--- src/rtl/uart_pkg.sv ---
// Shared UART definitions: FSM states, frame width and line levels.
// ST_PARITY exists only when UART_TX_PARITY_EN is defined.
package uart_pkg;

  localparam int UART_DATA_BITS = 8;
  localparam logic UART_IDLE_LEVEL = 1'b1;

  typedef enum logic [2:0] {
    ST_IDLE,
    ST_START,
    ST_DATA,
    ST_STOP
`ifdef UART_TX_PARITY_EN
    , ST_PARITY
`endif
  } uart_state_t;

endpackage

--- src/rtl/uart_tx_if.sv ---
// Host-side write port, status flags and serial line of one UART transmit channel.
interface uart_tx_if #(
  parameter int DIV_W = 16
);
  import uart_pkg::*;

  logic [DIV_W-1:0]          baud_div;
  logic                      wr_en;
  logic [UART_DATA_BITS-1:0] wr_data;
  logic                      full;
  logic                      busy;
  logic                      ovr;
  logic                      tx_done;
  logic                      tx;

  modport master (
    output baud_div, wr_en, wr_data,
    input  full, busy, ovr, tx_done, tx
  );

  modport slave (
    input  baud_div, wr_en, wr_data,
    output full, busy, ovr, tx_done, tx
  );
endinterface

--- src/rtl/uart_tx_fifo.sv ---
// Synchronous byte FIFO feeding the transmitter; DEPTH must be a power of two (>= 2).
module uart_tx_fifo
  import uart_pkg::*;
#(
  parameter int DEPTH = 4
) (
  input  logic                      clk,
  input  logic                      rst,
  input  logic                      push,
  input  logic                      pop,
  input  logic [UART_DATA_BITS-1:0] wr_data,
  output logic [UART_DATA_BITS-1:0] rd_data,
  output logic                      full,
  output logic                      empty,
  output logic [$clog2(DEPTH):0]    count
);
  localparam int AW = $clog2(DEPTH);

  logic [UART_DATA_BITS-1:0] mem [DEPTH];
  logic [AW-1:0]             wr_ptr;
  logic [AW-1:0]             rd_ptr;

  // NOTE: storage is not reset; the pointers and count alone decide which entries are valid.
  always_ff @(posedge clk) begin
    if (push) mem[wr_ptr] <= wr_data;
  end

  always_ff @(posedge clk or posedge rst) begin
    if (rst) begin
      wr_ptr <= '0;
      rd_ptr <= '0;
      count  <= '0;
    end else begin
      if (push) wr_ptr <= wr_ptr + AW'(1);
      if (pop)  rd_ptr <= rd_ptr + AW'(1);
      case ({push, pop})
        2'b10:   count <= count + (AW+1)'(1);
        2'b01:   count <= count - (AW+1)'(1);
        default: count <= count;
      endcase
    end
  end

  assign rd_data = mem[rd_ptr];
  assign full    = (count == (AW+1)'(DEPTH));
  assign empty   = (count == '0);
endmodule

--- src/rtl/uart_tx.sv ---
// 8N1 UART transmitter with input FIFO; defining UART_TX_PARITY_EN adds an even-parity bit.
// Frames run back to back while the FIFO has data; all outputs come straight from flops.
module uart_tx
  import uart_pkg::*;
#(
  parameter int FIFO_DEPTH = 4,
  parameter int DIV_W      = 16
) (
  input  logic     clk,
  input  logic     rst,
  uart_tx_if.slave bus
);
  localparam int                BIT_W    = $clog2(UART_DATA_BITS);
  localparam logic [BIT_W-1:0] LAST_BIT = BIT_W'(UART_DATA_BITS - 1);

  logic [UART_DATA_BITS-1:0]     head;
  logic                          fifo_full;
  logic                          fifo_empty;
  logic [$clog2(FIFO_DEPTH):0]   fifo_count;
  logic                          push;
  logic                          pop;

  uart_state_t                   state;
  logic [DIV_W-1:0]              div_q;
  logic [DIV_W-1:0]              cnt;
  logic [BIT_W-1:0]              bit_cnt;
  logic [UART_DATA_BITS-1:0]     shift;
  logic                          tx_q;
  logic                          done_q;
  logic                          ovr_q;
  logic                          bit_end;
`ifdef UART_TX_PARITY_EN
  logic                          parity_q;
`endif

  uart_tx_fifo #(.DEPTH(FIFO_DEPTH)) u_fifo (
    .clk     (clk),
    .rst     (rst),
    .push    (push),
    .pop     (pop),
    .wr_data (bus.wr_data),
    .rd_data (head),
    .full    (fifo_full),
    .empty   (fifo_empty),
    .count   (fifo_count)
  );

  // full is the pre-pop view, so a write into a full FIFO is dropped even if a pop coincides.
  assign push    = bus.wr_en && !fifo_full;
  assign bit_end = (cnt == '0);
  assign pop     = !fifo_empty && ((state == ST_IDLE) || (state == ST_STOP && bit_end));

  always_ff @(posedge clk or posedge rst) begin
    if (rst) begin
      state    <= ST_IDLE;
      div_q    <= '0;
      cnt      <= '0;
      bit_cnt  <= '0;
      shift    <= '0;
      tx_q     <= UART_IDLE_LEVEL;
      done_q   <= 1'b0;
`ifdef UART_TX_PARITY_EN
      parity_q <= 1'b0;
`endif
    end else begin
      // NOTE: non-blocking assignments, so every branch below reads pre-edge state.
      done_q <= 1'b0;
      if (pop) begin
        state    <= ST_START;
        shift    <= head;
        div_q    <= bus.baud_div;
        cnt      <= bus.baud_div;
        tx_q     <= 1'b0;
`ifdef UART_TX_PARITY_EN
        parity_q <= ^head;
`endif
      end else begin
        case (state)
          ST_IDLE: tx_q <= UART_IDLE_LEVEL;
          default: begin
            if (!bit_end) begin
              cnt <= cnt - DIV_W'(1);
              // tx_done is registered, so raise it on the edge entering the last stop cycle
              if (state == ST_STOP && cnt == DIV_W'(1)) done_q <= 1'b1;
            end else begin
              cnt <= div_q;
              case (state)
                ST_START: begin
                  state   <= ST_DATA;
                  bit_cnt <= '0;
                  tx_q    <= shift[0];
                end
                ST_DATA: begin
                  if (bit_cnt == LAST_BIT) begin
`ifdef UART_TX_PARITY_EN
                    state  <= ST_PARITY;
                    tx_q   <= parity_q;
`else
                    state  <= ST_STOP;
                    tx_q   <= 1'b1;
                    done_q <= (div_q == '0);
`endif
                  end else begin
                    bit_cnt <= bit_cnt + BIT_W'(1);
                    shift   <= shift >> 1;
                    tx_q    <= shift[1];
                  end
                end
`ifdef UART_TX_PARITY_EN
                ST_PARITY: begin
                  state  <= ST_STOP;
                  tx_q   <= 1'b1;
                  done_q <= (div_q == '0);
                end
`endif
                default: begin
                  state <= ST_IDLE;
                  tx_q  <= UART_IDLE_LEVEL;
                end
              endcase
            end
          end
        endcase
      end
    end
  end

  always_ff @(posedge clk or posedge rst) begin
    if (rst)                           ovr_q <= 1'b0;
    else if (bus.wr_en && fifo_full)   ovr_q <= 1'b1;
  end

  assign bus.tx      = tx_q;
  assign bus.tx_done = done_q;
  assign bus.ovr     = ovr_q;
  assign bus.full    = fifo_full;
  assign bus.busy    = (state != ST_IDLE) || (fifo_count != '0);
endmodule

--- src/flat_wrapper.sv ---
// flat-port wrapper written by rule: the top's interface ports become plain ports
module uart_tx_flat import uart_pkg::*;
#(
  parameter int FIFO_DEPTH = 4,
  parameter int DIV_W      = 16
)
  (clk, rst, bus_baud_div, bus_wr_en, bus_wr_data, bus_full, bus_busy, bus_ovr, bus_tx_done, bus_tx);
  uart_tx_if #(.DIV_W(DIV_W)) bus_i ();
  input  logic clk;
  input  logic rst;
  input wire logic [$bits(bus_i.baud_div)-1:0] bus_baud_div;
  input wire logic [$bits(bus_i.wr_en)-1:0] bus_wr_en;
  input wire logic [$bits(bus_i.wr_data)-1:0] bus_wr_data;
  output wire logic [$bits(bus_i.full)-1:0] bus_full;
  output wire logic [$bits(bus_i.busy)-1:0] bus_busy;
  output wire logic [$bits(bus_i.ovr)-1:0] bus_ovr;
  output wire logic [$bits(bus_i.tx_done)-1:0] bus_tx_done;
  output wire logic [$bits(bus_i.tx)-1:0] bus_tx;
  assign bus_i.baud_div = bus_baud_div;
  assign bus_i.wr_en = bus_wr_en;
  assign bus_i.wr_data = bus_wr_data;
  assign bus_full = bus_i.full;
  assign bus_busy = bus_i.busy;
  assign bus_ovr = bus_i.ovr;
  assign bus_tx_done = bus_i.tx_done;
  assign bus_tx = bus_i.tx;
  uart_tx #(.FIFO_DEPTH(FIFO_DEPTH), .DIV_W(DIV_W)) u_core (.clk(clk), .rst(rst), .bus(bus_i));
endmodule
--- config.mk ---
export PLATFORM = sky130hd
export DESIGN_NAME = uart_tx_flat
export DESIGN_NICKNAME = d
export VERILOG_FILES = /design/src/rtl/uart_pkg.sv /design/src/rtl/uart_tx_if.sv /design/src/rtl/uart_tx_fifo.sv /design/src/rtl/uart_tx.sv /design/src/flat_wrapper.sv
export SDC_FILE = /design/constraint.sdc
export NUM_CORES = 1
export LEC_CHECK = 0
export CAP_MARGIN = 25
export CORE_MARGIN = 5
export CORE_UTILIZATION = 35
export DETAILED_ROUTE_END_ITERATION = 10
export SYNTH_ARGS = -nofsm -noshare
export SYNTH_HDL_FRONTEND = slang
export SYNTH_SLANG_ARGS = --single-unit
--- constraint.sdc ---
create_clock -name clk -period 4.4 [get_ports clk]
set_input_delay 0.44 -clock clk [delete_from_list [all_inputs] [get_ports clk]]
set_output_delay 0.44 -clock clk [all_outputs]
set_load 0.01 [all_outputs]
# Word level (Yosys, flattened, before mapping)
# Memories as Yosys holds them, arrays and structs flattened.
# Index checks and enable logic that the tools add are counted.
# op_classes
reduce_logical	23
n_addsub	6
n_bitwise	2
n_eq_ne	12
mux	29
# ops
operator	n
16-bit 2-to-1 mux	3
8-bit 2-to-1 mux	5
16-bit zero test	2
3-bit case mux with 2 select lines	3
16-bit by 1-bit == test with 1-bit output, second input constant	1
16-bit by 1-bit subtractor with 16-bit output, second input constant	1
3-bit 2-to-1 mux	5
1-bit 2-to-1 mux	12
3-bit nonzero test	3
2-bit nonzero test	4
3-bit by 1-bit adder with 3-bit output, second input constant	2
3-bit by 2-bit == test with 1-bit output, second input constant	2
3-bit == test, second input constant	2
3-bit zero test	2
2-bit != test, second input constant	3
1-bit logical AND	5
5-bit AND reduction	1
2-bit by 1-bit adder with 2-bit output, second input constant	2
4-bit AND reduction	1
3-bit by 1-bit == test with 1-bit output, second input constant	1
3-bit by 2-bit != test with 1-bit output, second input constant	1
3-bit AND reduction	1
3-bit by 1-bit subtractor with 3-bit output, second input constant	1
2-bit by 1-bit == test with 1-bit output, second input constant	1
other kinds (5)	8
# totals
mem_bits_rw	32
regBits	56
word_cells	84
in_bits	27
mem_count	1
output_inout_bits	5
# mem_list
memory	words	word_bits	rd	rd_clocked_by_memory_dff	wr	line_no	text
u_core.u_fifo.mem	4	8	1	0	1	uart_tx_fifo.sv:19	logic [UART_DATA_BITS-1:0] mem [DEPTH];

# Depth between registers and ports, before layout
# logic_depth
depth_word	6
ltp_mapped	14

# By module
# Synthesis repeated with hierarchy kept, for this count alone.
# hier_totals
hier_cells	398
hier_area_um2	4319.1
# modules_own_cells
mod	seq_area_each_um2	area_per_inst_um2	n_inst	cells_per_inst
uart_tx	1202.4	2762.6	1	319
uart_tx_fifo	1136.1	1556.5	1	79

# Worst setup path after synthesis
# OpenSTA, ideal clock, no wires.
# synth_timing
path_kind	reg-to-reg
startpoint	register u_core.cnt[0]
endpoint	register u_core.u_fifo.count[2]
stages_incl_launch_ff	15
arrival_time_ps	3315
synth_period_minus_slack_ps	3395
slack_ps	1005
cell_sequence	dfrtp_1 -> inv_1 -> ha_1 -> or4b_1 -> nor4_4 -> o21ai_1 -> inv_2 -> buf_4 -> buf_2 -> ha_1 -> inv_1 -> fa_1 -> xor2_1 -> nor2_1 -> xor2_1
# synth_via
elab_chain_cells	6
# synth_lines
item	line_no	text
start: declaration	uart_tx.sv:25	logic [DIV_W-1:0] cnt;
start signal: assignment	uart_tx.sv:72	cnt <= bus.baud_div;
start signal: assignment	uart_tx.sv:82	cnt <= cnt - DIV_W'(1);
start signal: assignment	uart_tx.sv:86	cnt <= div_q;
16-bit zero test *	uart_tx.sv:50	assign bit_end = (cnt == '0);
1-bit logical AND *	uart_tx.sv:51	assign pop = !fifo_empty && ((state == ST_IDLE) || (state == ST_STOP && bit_end));
1-bit logical OR *	uart_tx.sv:51	
1-bit logical AND *	uart_tx.sv:51	
via u_core.pop	uart_tx.sv:21	logic pop;
2-bit by 1-bit == test with 1-bit output / 2-bit == test (equally long branches)	uart_tx_fifo.sv:36	case ({push, pop})
3-bit case mux with 2 select lines / 2-bit nonzero test (equally long branches)	-	
end signal: assignment	uart_tx_fifo.sv:37	2'b10: count <= count + (AW+1)'(1);
end signal: assignment	uart_tx_fifo.sv:38	2'b01: count <= count - (AW+1)'(1);
end signal: assignment	uart_tx_fifo.sv:39	default: count <= count;
end: declaration	uart_tx_fifo.sv:15	output logic [$clog2(DEPTH):0] count
# Mark *: on every way through the listed nets, which the timed path passes. The rest lies on a longest branch.
# A chain may end at the register's enable or synchronous reset.

# Worst setup path after layout
# layout_timing
startpoint	register u_core.state[0]
endpoint	output bus_busy
# layout_via
elab_chain_cells	2
# layout_lines
item	line_no	text
start: declaration	uart_tx.sv:23	uart_state_t state;
start signal: assignment	uart_tx.sv:55	state <= ST_IDLE;
start signal: assignment	uart_tx.sv:69	state <= ST_START;
start signal: assignment	uart_tx.sv:89	state <= ST_DATA;
3-bit nonzero test	uart_tx.sv:137	assign bus.busy = (state != ST_IDLE) || (fifo_count != '0);
1-bit logical OR	uart_tx.sv:137	
end: declaration	flat_wrapper.sv:15	output wire logic [$bits(bus_i.busy)-1:0] bus_busy;
# No other way between the ends.

==> summary.txt <==
Clock tree
  – Clk_lat worst skew: 340 ps
  – Maximum clock path buffer count: 2
  – # Post-CTS Setup Buffers: 0
  – Root Buffer: clkbuf_16
  – Max H-tree Level: 3
  – Post-CTS Resized: 0
  – Clock Pin Slew Worst Setup and Hold Paths: 70 ps
  – Post-CTS Hold Fix Bufs: 0
  – Clk sinks: 87
  – CTS tree: done
  – CTS buffer count: 9

Synth
  – Count leader, synth: nand2_1
  – Ys async rst share: 63.2%
  – Main flop type after synthesis: dfrtp_1
  – Avg Inst Size Synth: 11.5 sq um
  – Synth Instances: 385
  – Register bit total from synthesis: 87
  – Top post-synthesis cells by count: nand2_1, dfrtp_1, edfxtp_1
  – Post-Syn Area: 0.00441 sq mm
  – Post-synth EDFFs: 32
  – Register area share after synthesis: 53.0%
  – Cell type with the largest total area after synthesis: dfrtp_1
  – Net count after synthesis: 427
  – Top-area cell type share of the netlist area: 30.6%
  – Synth top area cells: dfrtp_1, edfxtp_1, nand2_1, mux4_2, ha_1
  – Distinct cells, synth: 63
  – Synth warn: 0

Worst setup path
  – WS Path Type: reg -> out
  – Critical-path maximum fanout: 16
  – Worst setup EP type: output pin
  – Startpoint types: register
  – Worst EP required: 3960 ps
  – Critical path arrival: 2980 ps

Power
  – Switching Fraction: 34.2%
  – Maximum VDD drop: 238 uV
  – P_sw: 0.00102 W
  – P_leak: 2.10 nW
  – Sequential power share: 45.9%
  – P_int: 0.00195 W
  – Comb power frac: 28.2%
  – Power Density: 570 mW/mm^2
  – Clock Power Share: 25.9%

Finish
  – Antenna diodes: 0
  – Share of layout cells above drive strength 1: 14.3%
  – FILL cells: 1198
  – Final Cell Area: 0.00522 sq mm
  – P&R area growth vs syn: 18.2%
  – Multi-input combinational cell area: 0.00191 sq mm
  – Layout Nets: 458
  – Storage cell area: 0.00234 sq mm

Timing
  – Final Skew: 5.68 ps
  – Total negative slack: 0 ps
  – Fmax achieved: 0.292 GHz
  – Final worst slack: 980 ps
  – Hold slack final: 451 ps
  – Slew margin rel.: 27.4%
  – RSZ-0062 raised after global routing: no
  – Tmin final: 3420 ps
  – Final Max Tran Viols: 0
  – Final setup vio count: 0
  – Period utilisation layout: 77.7%
  – Worst-Margin Slew: 1080 ps
  – Final Hold Fails: 0

Route
  – Via total after detailed routing: 3108
  – First-pass DRT Iterations: 4
  – DR iter-0 viols: 216
  – Vias per cell: 5.24
  – Post-DR wirelength/cell: 16.1 microns
  – Total Wirelength: 9560 microns
  – DRC viols: 0
  – Routed Antenna Nets: 0

Run status
  – Outcome: completed

Floorplan
  – Die Y: 122 microns
  – DIE AREA: 0.0149 sq mm
  – Std cell rows: 41
  – IO Pins: 32
  – Die Wd: 122 microns
  – Initial core utilization: 35.4%
  – Floorplan Core Area: 0.0125 sq mm

Placement
  – Worst slack, placed: 1030 ps
  – Routability cong.: 0.823
  – Input/output buffers: 31
  – Placed cell area: 0.00491 sq mm
  – Hpwl dp: 6530 microns

Hold path
  – Hold crit path type: in -> async

GRT
  – Initial antenna violation count: 0
  – Vias in the first global route: 3148
  – Total grt overflow: 0
  – GRT Total Usage: 13.7%
  – Largest net degree at the start of global routing: 33
  – Global-route wire length before repair: 16000 microns

Flow run
  – Total of max-cap violations: 0
==> per-stage QoR <==
stage	power (W)	instances	util (%)
after floorplan	0.00196	385	-
after global placement	0.00219	577	39.4
after detailed placement	0.00222	577	39.4
after CTS	0.00300	593	41.8
after global routing	0.00317	593	41.8
final	0.00297	593	41.8
==> registers in the layout (all words and copies together) (netlist names) <==
register and flops:
u_core.u_fifo.count 3, u_core.bit_cnt 3, u_core.u_fifo.mem 32, u_core.u_fifo.wr_ptr 2
u_core.u_fifo.rd_ptr 2, u_core.bus.ovr 1, u_core.state 2, u_core.cnt 16
u_core.div_q 16, u_core.shift 8, u_core.bus.tx_done 1, u_core.bus.tx 1
==> power by group through the flow <==
stage	clock (W)	sequential [W]	combinational [W]
6_report	0.000770	0.00136	0.000837
5_1_grt	0.000821	0.00141	0.000935
4_1_cts	0.000790	0.00137	0.000848
3_5_place_dp	0	0.00138	0.000841
3_3_place_gp	0	0.00137	0.000825
2_1_floorplan	0	0.00126	0.000699
==> cells in the final DEF, fill, tap and decap left out, types with 6 or more instances in the layout <==
master | synthesis | routed
mux2_4 | 7 | 7
nor2_1 | 24 | 24
clkbuf_16 | 0 | 9
mux2_2 | 10 | 10
nand2_1 | 59 | 59
xnor2_1 | 12 | 12
nor3_1 | 9 | 9
nor4_1 | 10 | 9
buf_4 | 1 | 9
xor2_1 | 6 | 6
o21ai_0 | 14 | 14
mux4_2 | 8 | 8
dfrtp_1 | 54 | 54
ha_1 | 14 | 14
a31oi_1 | 10 | 10
inv_1 | 16 | 15
edfxtp_1 | 32 | 32
clkdlybuf4s50_1 | 0 | 31
==> final cells by class <==
class                           count  area share (%)
Tap cell                          172            4.13
Clock buffer                        9            4.32
Multi-Input combinational cell    260            36.7
Inverter                           18            1.30
Sequential cell                    87            44.8
Timing Repair Buffer               40            7.25
Clock inverter                      7            1.51
==> per-layer routing <==
metal	up-vias	wire length (microns)	track usage, %
met4	0	110	3.99
met3	10	457	3.59
met1	1545	4200	17.3
met5	-	0	0
li1	1474	-	-
met2	79	4800	23.1
==> cells by family after synthesis <==
family,share of synthesized area (%)
AOI/OAI and AO/OA,11.0
xor gates and xnor gates,3.57
adders and majority gates,4.43
buffers and inverters,3.77
DFF,53.0
muxes,9.48
and+or+nand+nor,14.8
==> worst max-delay path: stages, from the launching register on <==
cell             delay (ps)
dfrtp_1                 400
inv_1                   110
ha_1                    410
inv_1                   170
nor4_2                  190
buf_4                   250
clkinv_1                460
clkdlybuf4s50_1         640
==> worst paths after layout <==
check,start,endpoint,slack [ps],cells past startpoint
hold / removal,rst,u_core.u_fifo.wr_ptr[1],450,2
max in group asynchronous,rst,u_core.div_q[13],3130,3
setup reg to reg,u_core.cnt[0],u_core.u_fifo.count[2],1020,12
min in group clk,u_core.bus.ovr,u_core.bus.ovr,460,1
setup / recovery,u_core.state[0],bus_busy,980,7
hold reg to reg,u_core.bus.ovr,u_core.bus.ovr,460,1
Power figures use the tool's default switching activity.
